[config.mk]
export PLATFORM = sky130hd
export DESIGN_NAME = cp_table_access_master
export DESIGN_NICKNAME = d
export VERILOG_FILES = /design/src/rtl/cp_pkg.sv /design/src/rtl/cp_table_rdata_mux.sv /design/src/rtl/cp_table_access_master.sv
export SDC_FILE = /design/constraint.sdc
export NUM_CORES = 1
export LEC_CHECK = 0
export CELL_PAD_IN_SITES_DETAIL_PLACEMENT = 0
export CELL_PAD_IN_SITES_GLOBAL_PLACEMENT = 1
export CORE_AREA = 2 2 201 203
export DETAILED_ROUTE_END_ITERATION = 8
export DIE_AREA = 0 0 203 205
export DONT_BUFFER_PORTS = 1
export HOLD_SLACK_MARGIN = 0.05
export PLACE_DENSITY_LB_ADDON = 0.1
export SLEW_MARGIN = 15
export SYNTH_ARGS = -nofsm -noshare
export SYNTH_HDL_FRONTEND = slang
export SYNTH_SLANG_ARGS = --single-unit
[constraint.sdc]
create_clock -name SYS_CLK -period 13.7 [get_ports SYS_CLK]
set_input_delay 1.37 -clock SYS_CLK [delete_from_list [all_inputs] [get_ports SYS_CLK]]
set_output_delay 1.37 -clock SYS_CLK [all_outputs]
set_load 0.01 [all_outputs]
[src/rtl/cp_pkg.sv]
`default_nettype none
// ============================================================================
//  Module   : cp_pkg
//  Brief    : Shared types and constants for the control-plane table bus:
//             FSM state encoding, bus field widths, table IDs and the
//             masked-merge helper used by read-modify-write.
//  Revision : 1.0 - initial release
// ============================================================================
package cp_pkg;

  // Initiator transaction state; explicit 2-bit encoding.
  typedef enum logic [1:0] {
    IDLE  = 2'd0,
    SETUP = 2'd1,
    WRITE = 2'd2,
    RESP  = 2'd3
  } cp_state_e;

  localparam int CP_COL_W  = 15;
  localparam int CP_ROW_W  = 15;
  localparam int CP_DATA_W = 64;
  localparam int CP_WAIT_W = 4;

  // Table IDs as wired at the SoC level.
  localparam int TAB_CORE  = 0;
  localparam int TAB_CACHE = 1;
  localparam int TAB_TLB   = 2;
  localparam int TAB_PRED  = 3;

  // Keep old bits where mask is 0, take new bits where mask is 1.
  function automatic logic [CP_DATA_W-1:0] cp_merge(
    input logic [CP_DATA_W-1:0] old_val,
    input logic [CP_DATA_W-1:0] new_val,
    input logic [CP_DATA_W-1:0] mask
  );
    return (old_val & ~mask) | (new_val & mask);
  endfunction

endpackage : cp_pkg
`default_nettype wire

[src/rtl/cp_table_rdata_mux.sv]
`default_nettype none
// ============================================================================
//  Module   : cp_table_rdata_mux
//  Brief    : Selects one table's 64-bit rdata slice from the concatenated
//             table read bus by table ID. Out-of-range IDs return zero.
//  Revision : 1.0 - initial release
// ============================================================================
module cp_table_rdata_mux
  import cp_pkg::*;
#(
  parameter int NUM_TABLES = 4,
  parameter int TABLE_ID_W = 2
) (
  input  logic [TABLE_ID_W-1:0]           table_id,
  input  logic [CP_DATA_W*NUM_TABLES-1:0] tab_rdata,
  output logic [CP_DATA_W-1:0]            rdata
);

  // Pick the slice whose index matches the latched table ID.
  always_comb begin
    rdata = '0;
    for (int i = 0; i < NUM_TABLES; i++) begin
      if (32'(table_id) == 32'(i)) begin
        rdata = tab_rdata[CP_DATA_W*i +: CP_DATA_W];
      end
    end
  end

endmodule : cp_table_rdata_mux
`default_nettype wire

[src/rtl/cp_table_access_master.sv]
`default_nettype none
// ============================================================================
//  Module   : cp_table_access_master
//  Brief    : Control-plane table bus initiator. Takes one read/write request
//             at a time, drives col/row/wdata/wen to the selected table,
//             samples its combinational rdata and returns a response.
//             Optional macro CP_ACCESS_MASK_EN adds req_wmask and turns
//             writes into read-modify-write returning the old value.
//  Revision : 1.0 - initial release
// ============================================================================
module cp_table_access_master
  import cp_pkg::*;
#(
  parameter int NUM_TABLES = 4,
  parameter int TABLE_ID_W = 2,
  parameter int RD_WAIT    = 1
) (
  input  logic                            SYS_CLK,
  input  logic                            DETECT_RST,
  input  logic                            req_valid,
  output logic                            req_ready,
  input  logic                            req_write,
  input  logic [TABLE_ID_W-1:0]           req_table,
  input  logic [CP_COL_W-1:0]             req_col,
  input  logic [CP_ROW_W-1:0]             req_row,
  input  logic [CP_DATA_W-1:0]            req_wdata,
`ifdef CP_ACCESS_MASK_EN
  input  logic [CP_DATA_W-1:0]            req_wmask,
`endif
  output logic                            resp_valid,
  input  logic                            resp_ready,
  output logic [CP_DATA_W-1:0]            resp_rdata,
  output logic                            resp_err,
  output logic [NUM_TABLES-1:0]           tab_sel,
  output logic [CP_COL_W-1:0]             tab_col,
  output logic [CP_ROW_W-1:0]             tab_row,
  output logic [CP_DATA_W-1:0]            tab_wdata,
  output logic                            tab_wen,
  input  logic [CP_DATA_W*NUM_TABLES-1:0] tab_rdata,
  output logic                            busy
);

  // Last SETUP cycle index before rdata is sampled.
  localparam logic [CP_WAIT_W-1:0] RD_LAST = CP_WAIT_W'(RD_WAIT - 1);

  cp_state_e                 state_q,      state_d;
  logic                      write_q,      write_d;
  logic [TABLE_ID_W-1:0]     table_q,      table_d;
  logic [CP_WAIT_W-1:0]      cnt_q,        cnt_d;
  logic [NUM_TABLES-1:0]     tab_sel_q,    tab_sel_d;
  logic [CP_COL_W-1:0]       tab_col_q,    tab_col_d;
  logic [CP_ROW_W-1:0]       tab_row_q,    tab_row_d;
  logic [CP_DATA_W-1:0]      tab_wdata_q,  tab_wdata_d;
  logic                      tab_wen_q,    tab_wen_d;
  logic                      resp_valid_q, resp_valid_d;
  logic [CP_DATA_W-1:0]      resp_rdata_q, resp_rdata_d;
  logic                      resp_err_q,   resp_err_d;
`ifdef CP_ACCESS_MASK_EN
  logic [CP_DATA_W-1:0]      mask_q,       mask_d;
`endif

  logic                      req_bad;
  logic [NUM_TABLES-1:0]     req_onehot;
  logic [CP_DATA_W-1:0]      sel_rdata;
  logic [CP_WAIT_W-1:0]      cnt_inc;

  assign req_bad   = (32'(req_table) >= 32'(NUM_TABLES));
  assign cnt_inc   = (cnt_q == {CP_WAIT_W{1'b1}}) ? cnt_q : cnt_q + 1'b1;
  assign req_ready = (state_q == IDLE);
  assign busy      = (state_q != IDLE);

  assign tab_sel    = tab_sel_q;
  assign tab_col    = tab_col_q;
  assign tab_row    = tab_row_q;
  assign tab_wdata  = tab_wdata_q;
  assign tab_wen    = tab_wen_q;
  assign resp_valid = resp_valid_q;
  assign resp_rdata = resp_rdata_q;
  assign resp_err   = resp_err_q;

  // Read data is selected by the latched ID so it stays tied to the transaction.
  cp_table_rdata_mux #(
    .NUM_TABLES (NUM_TABLES),
    .TABLE_ID_W (TABLE_ID_W)
  ) u_rdata_mux (
    .table_id  (table_q),
    .tab_rdata (tab_rdata),
    .rdata     (sel_rdata)
  );

  // Decode the incoming table ID into a one-hot table select.
  always_comb begin
    req_onehot = '0;
    for (int i = 0; i < NUM_TABLES; i++) begin
      if (32'(req_table) == 32'(i)) begin
        req_onehot[i] = 1'b1;
      end
    end
  end

  // Next-state and registered-output computation.
  always_comb begin
    state_d      = state_q;
    write_d      = write_q;
    table_d      = table_q;
    cnt_d        = cnt_q;
    tab_sel_d    = tab_sel_q;
    tab_col_d    = tab_col_q;
    tab_row_d    = tab_row_q;
    tab_wdata_d  = tab_wdata_q;
    tab_wen_d    = 1'b0;
    resp_valid_d = resp_valid_q;
    resp_rdata_d = resp_rdata_q;
    resp_err_d   = resp_err_q;
`ifdef CP_ACCESS_MASK_EN
    mask_d       = mask_q;
`endif

    case (state_q)
      IDLE: begin
        tab_sel_d = '0;
        if (req_valid) begin
          write_d      = req_write;
          table_d      = req_table;
          cnt_d        = '0;
          resp_rdata_d = '0;
`ifdef CP_ACCESS_MASK_EN
          mask_d       = req_wmask;
`endif
          if (req_bad) begin
            // Bad ID: answer immediately, leave the table bus untouched.
            resp_err_d   = 1'b1;
            resp_valid_d = 1'b1;
            state_d      = RESP;
          end else begin
            resp_err_d  = 1'b0;
            tab_sel_d   = req_onehot;
            tab_col_d   = req_col;
            tab_row_d   = req_row;
            tab_wdata_d = req_wdata;
            state_d     = SETUP;
          end
        end
      end

      SETUP: begin
`ifdef CP_ACCESS_MASK_EN
        // Reads and writes both wait RD_WAIT cycles; writes merge into old data.
        if (cnt_q == RD_LAST) begin
          resp_rdata_d = sel_rdata;
          if (write_q) begin
            tab_wdata_d = cp_merge(sel_rdata, tab_wdata_q, mask_q);
            tab_wen_d   = 1'b1;
            state_d     = WRITE;
          end else begin
            tab_sel_d    = '0;
            resp_valid_d = 1'b1;
            state_d      = RESP;
          end
        end else begin
          cnt_d = cnt_inc;
        end
`else
        // Full-width writes need only one setup cycle; reads wait RD_WAIT.
        if (write_q) begin
          tab_wen_d = 1'b1;
          state_d   = WRITE;
        end else if (cnt_q == RD_LAST) begin
          resp_rdata_d = sel_rdata;
          tab_sel_d    = '0;
          resp_valid_d = 1'b1;
          state_d      = RESP;
        end else begin
          cnt_d = cnt_inc;
        end
`endif
      end

      WRITE: begin
        tab_sel_d    = '0;
        resp_valid_d = 1'b1;
        state_d      = RESP;
      end

      RESP: begin
        if (resp_ready) begin
          resp_valid_d = 1'b0;
          state_d      = IDLE;
        end
      end

      default: begin
        tab_sel_d    = '0;
        resp_valid_d = 1'b0;
        state_d      = IDLE;
      end
    endcase
  end

  // State and output registers; reset aborts any transaction at once.
  always_ff @(posedge SYS_CLK or posedge DETECT_RST) begin
    if (DETECT_RST) begin
      state_q      <= IDLE;
      write_q      <= 1'b0;
      table_q      <= '0;
      cnt_q        <= '0;
      tab_sel_q    <= '0;
      tab_col_q    <= '0;
      tab_row_q    <= '0;
      tab_wdata_q  <= '0;
      tab_wen_q    <= 1'b0;
      resp_valid_q <= 1'b0;
      resp_rdata_q <= '0;
      resp_err_q   <= 1'b0;
`ifdef CP_ACCESS_MASK_EN
      mask_q       <= '0;
`endif
    end else begin
      state_q      <= state_d;
      write_q      <= write_d;
      table_q      <= table_d;
      cnt_q        <= cnt_d;
      tab_sel_q    <= tab_sel_d;
      tab_col_q    <= tab_col_d;
      tab_row_q    <= tab_row_d;
      tab_wdata_q  <= tab_wdata_d;
      tab_wen_q    <= tab_wen_d;
      resp_valid_q <= resp_valid_d;
      resp_rdata_q <= resp_rdata_d;
      resp_err_q   <= resp_err_d;
`ifdef CP_ACCESS_MASK_EN
      mask_q       <= mask_d;
`endif
    end
  end

endmodule : cp_table_access_master
`default_nettype wire

After elaboration in Yosys (flattened, before gate mapping)
Cells that the tools add are included.

Register bits after elaboration: 173. Bits in latches: 0. RAM bits: 0. Bits in read-only memories: 0. Output and inout port bits: 167. Memories kept: 0.

$add $sub $neg: 1. Multiply operators: 0. Divide/modulo/power cells: 0. $lt $le $gt $ge: 0. Equality and inequality tests: 17. Shift operators: 0. Muxes and demuxes: 32. Bitwise operators: 1. Reduce and logical (&&, ||, !) cells: 13.

Operators by type and width (number): 64-bit two-way mux (7); 64-bit case mux with 2 select lines (1); 4-bit two-way mux (7); 2-bit == test, second input constant (6); 2-bit inequality test, second input constant (6); 4-bit case mux with 3 select lines (1); 1-bit two-way mux (9); 2-bit two-way mux (4); 2-bit case mux with 4 select lines (1); 4-bit case mux with 2 select lines (1); 4-bit AND reduction (2); 2-bit by 1-bit == test with 1-bit output, second input constant (3); 2-bit zero test (3); 3-bit AND reduction (2); 5-bit AND reduction (1); 4-bit by 1-bit adder with 4-bit output, second input constant (1); 4-bit == test, second input constant (1); 4-bit zero test (1); 2-bit nonzero test (2); 3-bit inequality test, second input constant (1); 1-bit case mux with 3 select lines (1); 3-bit nonzero test (1); 2-bit AND reduction (1); 1-bit inverter (1).

Longest topological paths before layout
Gate-level depths: netlist of the first run.

Word-level depth: 8. Mapped depth: 8. Mapped depth without buffers: 5.

By module
A second synthesis of the first run with hierarchy kept.

Cell total of the unflattened synthesis: 635. Area, all modules: 8480.6 µm².

By module, submodules not included: cp_table_access_master (instances 1, cells an instance 557, area an instance 6857.8 µm², sequential area each 4329.2 µm²); cp_table_rdata_mux (instances 1, cells an instance 78, area an instance 1622.8 µm², sequential area each 0.0 µm²).

Worst setup path after synthesis of the first run
No wires, ideal clock.

Path type: in2reg. Start point: in req_valid. End point: reg tab_wdata_q[0], in the netlist tab_wdata[0]. Setup time: 125 ps. Arrival: 2603 ps. Slack: 10973 ps. Stages on the path: 5. Buffers on the path: 3. Path through: clkbuf_1 > nand2_1 > clkbuf_1 > buf_2 > mux2_2.

Cells in the longest elaborated chain, start to end: 1.

Ends and longest elaborated chain: from (decl) (RTL line cp_table_access_master.sv:20) `input logic req_valid,`; 2-bit AND reduction (no source line); to (signal assigned) (RTL line cp_table_access_master.sv:226) `tab_wdata_q <= tab_wdata_d;`; to (decl) (RTL line cp_table_access_master.sv:53) `logic [CP_DATA_W-1:0] tab_wdata_q, tab_wdata_d;`.

No other way between the ends. A chain may end at the register's enable or synchronous reset.

Final worst setup path of the first run
Start point: reg state_q[0]. End point: out busy.

Cells in the longest elaborated chain, start to end: 1.

Ends and longest elaborated chain: from (decl) (RTL line cp_table_access_master.sv:46) `cp_state_e state_q, state_d;`; from (signal assigned) (RTL line cp_table_access_master.sv:219) `state_q <= state_d;`; 2-bit nonzero test (RTL line cp_table_access_master.sv:70) `assign busy = (state_q != IDLE);`; to (decl) (RTL line cp_table_access_master.sv:40) `output logic busy`.

No other way between the ends.

==> flow_summary.json, run 1 <==
{
  "path_class": "reg -> out",
  "numCtsBuffers": 17,
  "ys_types": 42,
  "slew_headroom_pct": 37.4,
  "setup_viol": 0,
  "dr.pass1.iters": 4,
  "crit_required_ns": 12.33,
  "viasPerCell": 4.71,
  "fin_crit_ns": 3.10,
  "power.internal_w": 0.000835,
  "place_ws_ns": 10.67,
  "placed_cell_area_sq_mm": 0.00871,
  "die_h_um": 205,
  "grt_usage_pct": 13.0,
  "p_seq_share_pct": 49.6,
  "post-route-util_pct": 23.7,
  "yosysWarningCount": 0,
  "start_util_pct": 20.9,
  "ys_async_sr_fraction_pct": 100,
  "wire_per_inst_um": 26.8,
  "antenna_found_initial": 9,
  "clk_pin_slew_ns": 0.06,
  "drive_above_1_share_pct": 41.5,
  "combPwrFrac_pct": 3.5,
  "clkSinkCount": 173,
  "die_x_um": 203,
  "crit_fanout": 11,
  "power_leakage_nw": 4.00,
  "wl_mm": 27.8,
  "clk_latency_ns": 0.43,
  "swShare_pct": 22.6,
  "grt_pass1_wl_mm": 39.1,
  "syn_nets": 879,
  "finClkSkew_ns": 0.00787,
  "core_area_sq_mm": 0.0394,
  "timing.final.crit_share_pct": 22.7,
  "status": "finished clean",
  "ys_seq_area_share_pct": 52.6,
  "timing.hold.ws_ns": 0.552,
  "syn_inst": 514,
  "num_rows": 73,
  "route.detailed.drc": 0,
  "clock.fmax_ghz": 0.322,
  "switchingPower_w": 0.000244,
  "synth_flop_cell": "dfrtp_1",
  "fin_tns_setup_ns": 0,
  "cts_tree": "done",
  "overflow": 0,
  "worst_pin_slew_ns": 0.939,
  "cts_buffer_depth": 2,
  "drt_iter0_drc": 314,
  "maxCapViolations": 0,
  "clock_power_share_pct": 46.9,
  "syn_area_sq_mm": 0.00823,
  "final_cell_area_sq_mm": 0.00933,
  "grt_pass1_vias": 5373,
  "area_growth_pct": 13.4,
  "hp-class": "reg -> reg",
  "post-cts-setup-buffer-count": 0,
  "final-hold-violation-count": 0,
  "vdd_drop_max_uv": 71.9,
  "dp_hpwl_mm": 21.6,
  "fin_nets": 861,
  "pin_count": 524,
  "cts_hold_buffers": 0,
  "cts-resized-gates": 0,
  "vias": 4880,
  "fin_ws_ns": 10.60,
  "drtAntennaViolNets": 0,
  "die_area_sq_mm": 0.0416,
  "port-buffer-count": 0,
  "layout_common_cells": "dfrtp_1, mux2_2, mux4_2, a22o_1, clkbuf_16",
  "synth-edff-count": 0,
  "synth-seq-cells": 173,
  "grt_max_degree": 93,
  "gp_congestion": 0.816,
  "htree_levels": 4,
  "layout_commonest_cell": "dfrtp_1",
  "rsz0062_at_grt": "no",
  "p_per_area_mw_per_mm2": 116,
  "crit_path_end_kind": "primary output",
  "cp-start-kind": "flop",
  "cts-root-buf": "clkbuf_16",
  "critPathArrivalTime_ns": 1.73,
  "syn-mean-instance-area_sq_um": 16.0,
  "slew_viol_final": 0
}
final cells by class:
class | instances | area [sq um]
Clock inverter | 12 | 160
Fill cell | 4075 | 30000
Clock buffer | 20 | 447
Antenna cell | 3 | 7.51
Sequential cell | 173 | 4330
Tap cell | 525 | 657
Multi-Input combinational cell | 285 | 3620
Timing Repair Buffer | 7 | 56.3
Inverter | 12 | 50.0
power by group through the flow:
stage / logic, W / clock network (W) / registers, W
2_1_floorplan: 0.0000317 / 0 / 0.000540
3_3_place_gp: 0.0000393 / 0 / 0.000545
3_5_place_dp: 0.0000395 / 0 / 0.000545
4_1_cts: 0.0000399 / 0.000533 / 0.000535
5_1_grt: 0.0000425 / 0.000558 / 0.000535
6_report: 0.0000380 / 0.000506 / 0.000535
worst max-delay path, cell delays in order (launching register included):
cell and delay (ns):
dfrtp_1 0.46, inv_1 0.13, ha_1 0.54, inv_1 0.17
final timing paths:
path | end | slack (ns) | startpoint | cells after the start
max in group asynchronous | tab_wdata[6] | 11.45 | DETECT_RST | 2
setup reg to reg | resp_rdata[57] | 10.96 | state_q[0] | 6
hold reg to reg | cnt_q[0] | 0.55 | cnt_q[0] | 1
setup / recovery | busy | 10.60 | state_q[0] | 3
min in group asynchronous | tab_wdata[30] | 0.84 | DETECT_RST | 1
hold / removal | cnt_q[0] | 0.55 | cnt_q[0] | 1
synth_stat cells (all sizes together), types with 2 or more instances:
library cell  number  share of area, %
a2111oi            2              0.21
a211o              2              0.21
a211oi             2              0.18
a221o              2              0.24
a22o              64               6.8
buf               25               2.1
clkbuf            19              0.87
dfrtp            173                53
ha                 8               1.2
inv               12              0.55
mux2             102                14
mux2i              2              0.24
mux4              64                18
nand2              3              0.14
nand2b             5              0.38
nor2               2             0.091
nor3b              2              0.18
nor4               2              0.33
nor4bb             2              0.24
o21ai              2              0.12
o22ai              2              0.15
flip-flops by register name, summed over array words and instances, names as in the netlist:
register,count
tab_row,15
tab_wen,1
table_q,2
resp_valid,1
resp_rdata,64
cnt_q,4
write_q,1
tab_col,15
state_q,2
tab_wdata,64
tab_sel,4
layer usage:
metal  vias to the layer above  track usage, %  wire length, um
li1                       1963               -                -
met1                      2623            13.9             9770
met5                         -               0               41
met2                       265            23.7            15400
met3                        23            4.87             2290
met4                         6            3.96              363
logic make-up after synthesis:
family	Yosys count	synth area share (%)
mux	168	31.7
compound gates	82	8.58
fa+ha+maj	8	1.22
flops	173	52.6
buf+inv	56	3.50
other cells	1	0.0456
simple gates	26	2.34
per-stage QoR:
step | std cells | total power [W]
6_report | 1037 | 0.00108
4_1_cts | 1034 | 0.00111
2_1_floorplan | 514 | 0.000571
5_1_grt | 1037 | 0.00114
3_3_place_gp | 1002 | 0.000584
3_5_place_dp | 1002 | 0.000584
(Power assumes the default switching activity.)
==> run 2, diff against run 1 <==
Clock period 13.7 ns to 2.9 ns, I/O delays scaled along.
==> flow_summary.json, run 2 (synthesis gave the netlist of run 1 again) <==
{
  "status": "finished clean",
  "wire_per_inst_um": 24.1,
  "timing.hold.ws_ns": 0.0947,
  "cp-start-kind": "flop",
  "antenna_found_initial": 1,
  "start_util_pct": 20.9,
  "final_cell_count_no_fill": 1138,
  "fin_ws_ns": 0.586,
  "clk_latency_ns": 0.44,
  "numCtsBuffers": 17,
  "gp_congestion": 0.803,
  "setup_viol": 0,
  "rsz0062_at_grt": "no",
  "fin_crit_ns": 2.31,
  "viasPerCell": 4.59,
  "die_h_um": 205,
  "die_area_sq_mm": 0.0416,
  "dr.pass1.iters": 6,
  "power.internal_w": 0.00386,
  "worst_pin_slew_ns": 0.576,
  "slew_viol_final": 0,
  "swShare_pct": 23.4,
  "vias": 5226,
  "port-buffer-count": 0,
  "finClkSkew_ns": 0.0101,
  "cts-resized-gates": 0,
  "grt_pass1_wl_mm": 38.5,
  "cts-root-buf": "clkbuf_16",
  "wl_mm": 27.4,
  "power_leakage_nw": 4.41,
  "final-hold-violation-count": 0,
  "cts_hold_buffers": 98,
  "clk_pin_slew_ns": 0.07,
  "drtAntennaViolNets": 0,
  "maxCapViolations": 0,
  "fin_tns_setup_ns": 0,
  "overflow": 0,
  "post-cts-setup-buffer-count": 0,
  "crit_start": "cnt_q[0]",
  "crit_chain": "inv_1, ha_1, or3b_1, a221o_2, buf_12, a22o_1",
  "slew_headroom_pct": 61.6,
  "p_per_area_mw_per_mm2": 486,
  "drt_iter0_drc": 298,
  "pin_count": 524,
  "max_stage_delay_ns": 0.48,
  "reg2reg_from": "cnt_q[0]",
  "die_x_um": 203,
  "combPwrFrac_pct": 5.9,
  "crit_path_end_kind": "flop",
  "fin_nets": 960,
  "place_ws_ns": 0.634,
  "clock_power_share_pct": 44.0,
  "switchingPower_w": 0.00118,
  "grt_max_degree": 98,
  "route.detailed.drc": 0,
  "nFillCells": 4027,
  "hp-class": "in -> reg",
  "clock.fmax_ghz": 0.432,
  "cts_buffer_depth": 2,
  "clkSinkCount": 173,
  "grt_pass1_vias": 5910,
  "crit_fanout": 64,
  "htree_levels": 4,
  "min-delay-start": "resp_ready",
  "p_seq_share_pct": 50.2,
  "dp.cells": 1003,
  "dp_hpwl_mm": 20.9,
  "timing.final.crit_share_pct": 79.8,
  "critPathArrivalTime_ns": 2.64,
  "path_class": "reg -> reg",
  "drive_above_1_share_pct": 34.8,
  "area_growth_pct": 25.9,
  "grt_usage_pct": 12.6,
  "layout_common_cells": "dfrtp_1, mux2_2, dlygate4sd3_1",
  "core_area_sq_mm": 0.0394,
  "layout_commonest_cell": "dfrtp_1",
  "vdd_drop_max_uv": 317,
  "crit_required_ns": 3.23,
  "crit_slowest_cell": "or3b_1",
  "num_rows": 73,
  "cts_tree": "done"
}
## run 2: layout make-up
cell class	count	area (sq um)	area share, %
antenna	6	15.0	0.145
clock buffer	20	447	4.31
clock inverter	11	110	1.06
inverter	12	48.8	0.471
multi-input combinational	285	3620	34.9
sequential	173	4330	41.8
tap	525	657	6.34
timing repair buffer	106	1130	10.9
## run 2: power by group through the flow
stage               clock, W  combinational (W)  sequential (W)
finish               0.00221           0.000295         0.00253
global route         0.00244           0.000323         0.00253
CTS                  0.00234           0.000305         0.00253
detailed placement         0           0.000189         0.00257
global placement           0           0.000187         0.00258
floorplan                  0           0.000150         0.00255
## run 2: worst max-delay path, delay by kind of cell, from the launching register on
family / cells / cell delay [ns]
AO/OA/AOI/OAI: 2 / 0.75
AND/OR/NAND/NOR: 1 / 0.48
flip-flops: 1 / 0.42
buffers and inverters: 2 / 0.26
adder cells (fa/ha/maj): 1 / 0.20
## run 2: final timing paths
| check | cells past startpoint | end | slack, ns |
|---|---|---|---|
| max | 6 | resp_rdata[56] | 0.59 |
| min | 3 | resp_valid | 0.09 |
| max reg2reg | 6 | resp_rdata[56] | 0.59 |
| min reg2reg | 1 | cnt_q[0] | 0.56 |
| max in group asynchronous | 3 | table_q[0] | 1.88 |
| min in group asynchronous | 3 | tab_row[5] | 0.48 |
## run 2: metrics by stage
step / cell area, sq um / utilization [%] / total power [W]
finish: 10400 / 26.3 / 0.00504
global route: 10300 / 26.3 / 0.00529
detailed placement: 8810 / 22.4 / 0.00276
global placement: 8810 / 22.4 / 0.00276
CTS: 10300 / 26.3 / 0.00517
floorplan: 8230 / - / 0.00270
## run 2: metal layers
metal	global-route usage (%)	wire length [um]	part of all wire [%]	up-vias
met5	0	0	0	-
li1	-	-	-	2179
met2	22.5	14600	53	239
met3	4.28	1820	6.6	27
met4	5.14	589	2.1	0
met1	13.6	10400	38	2781
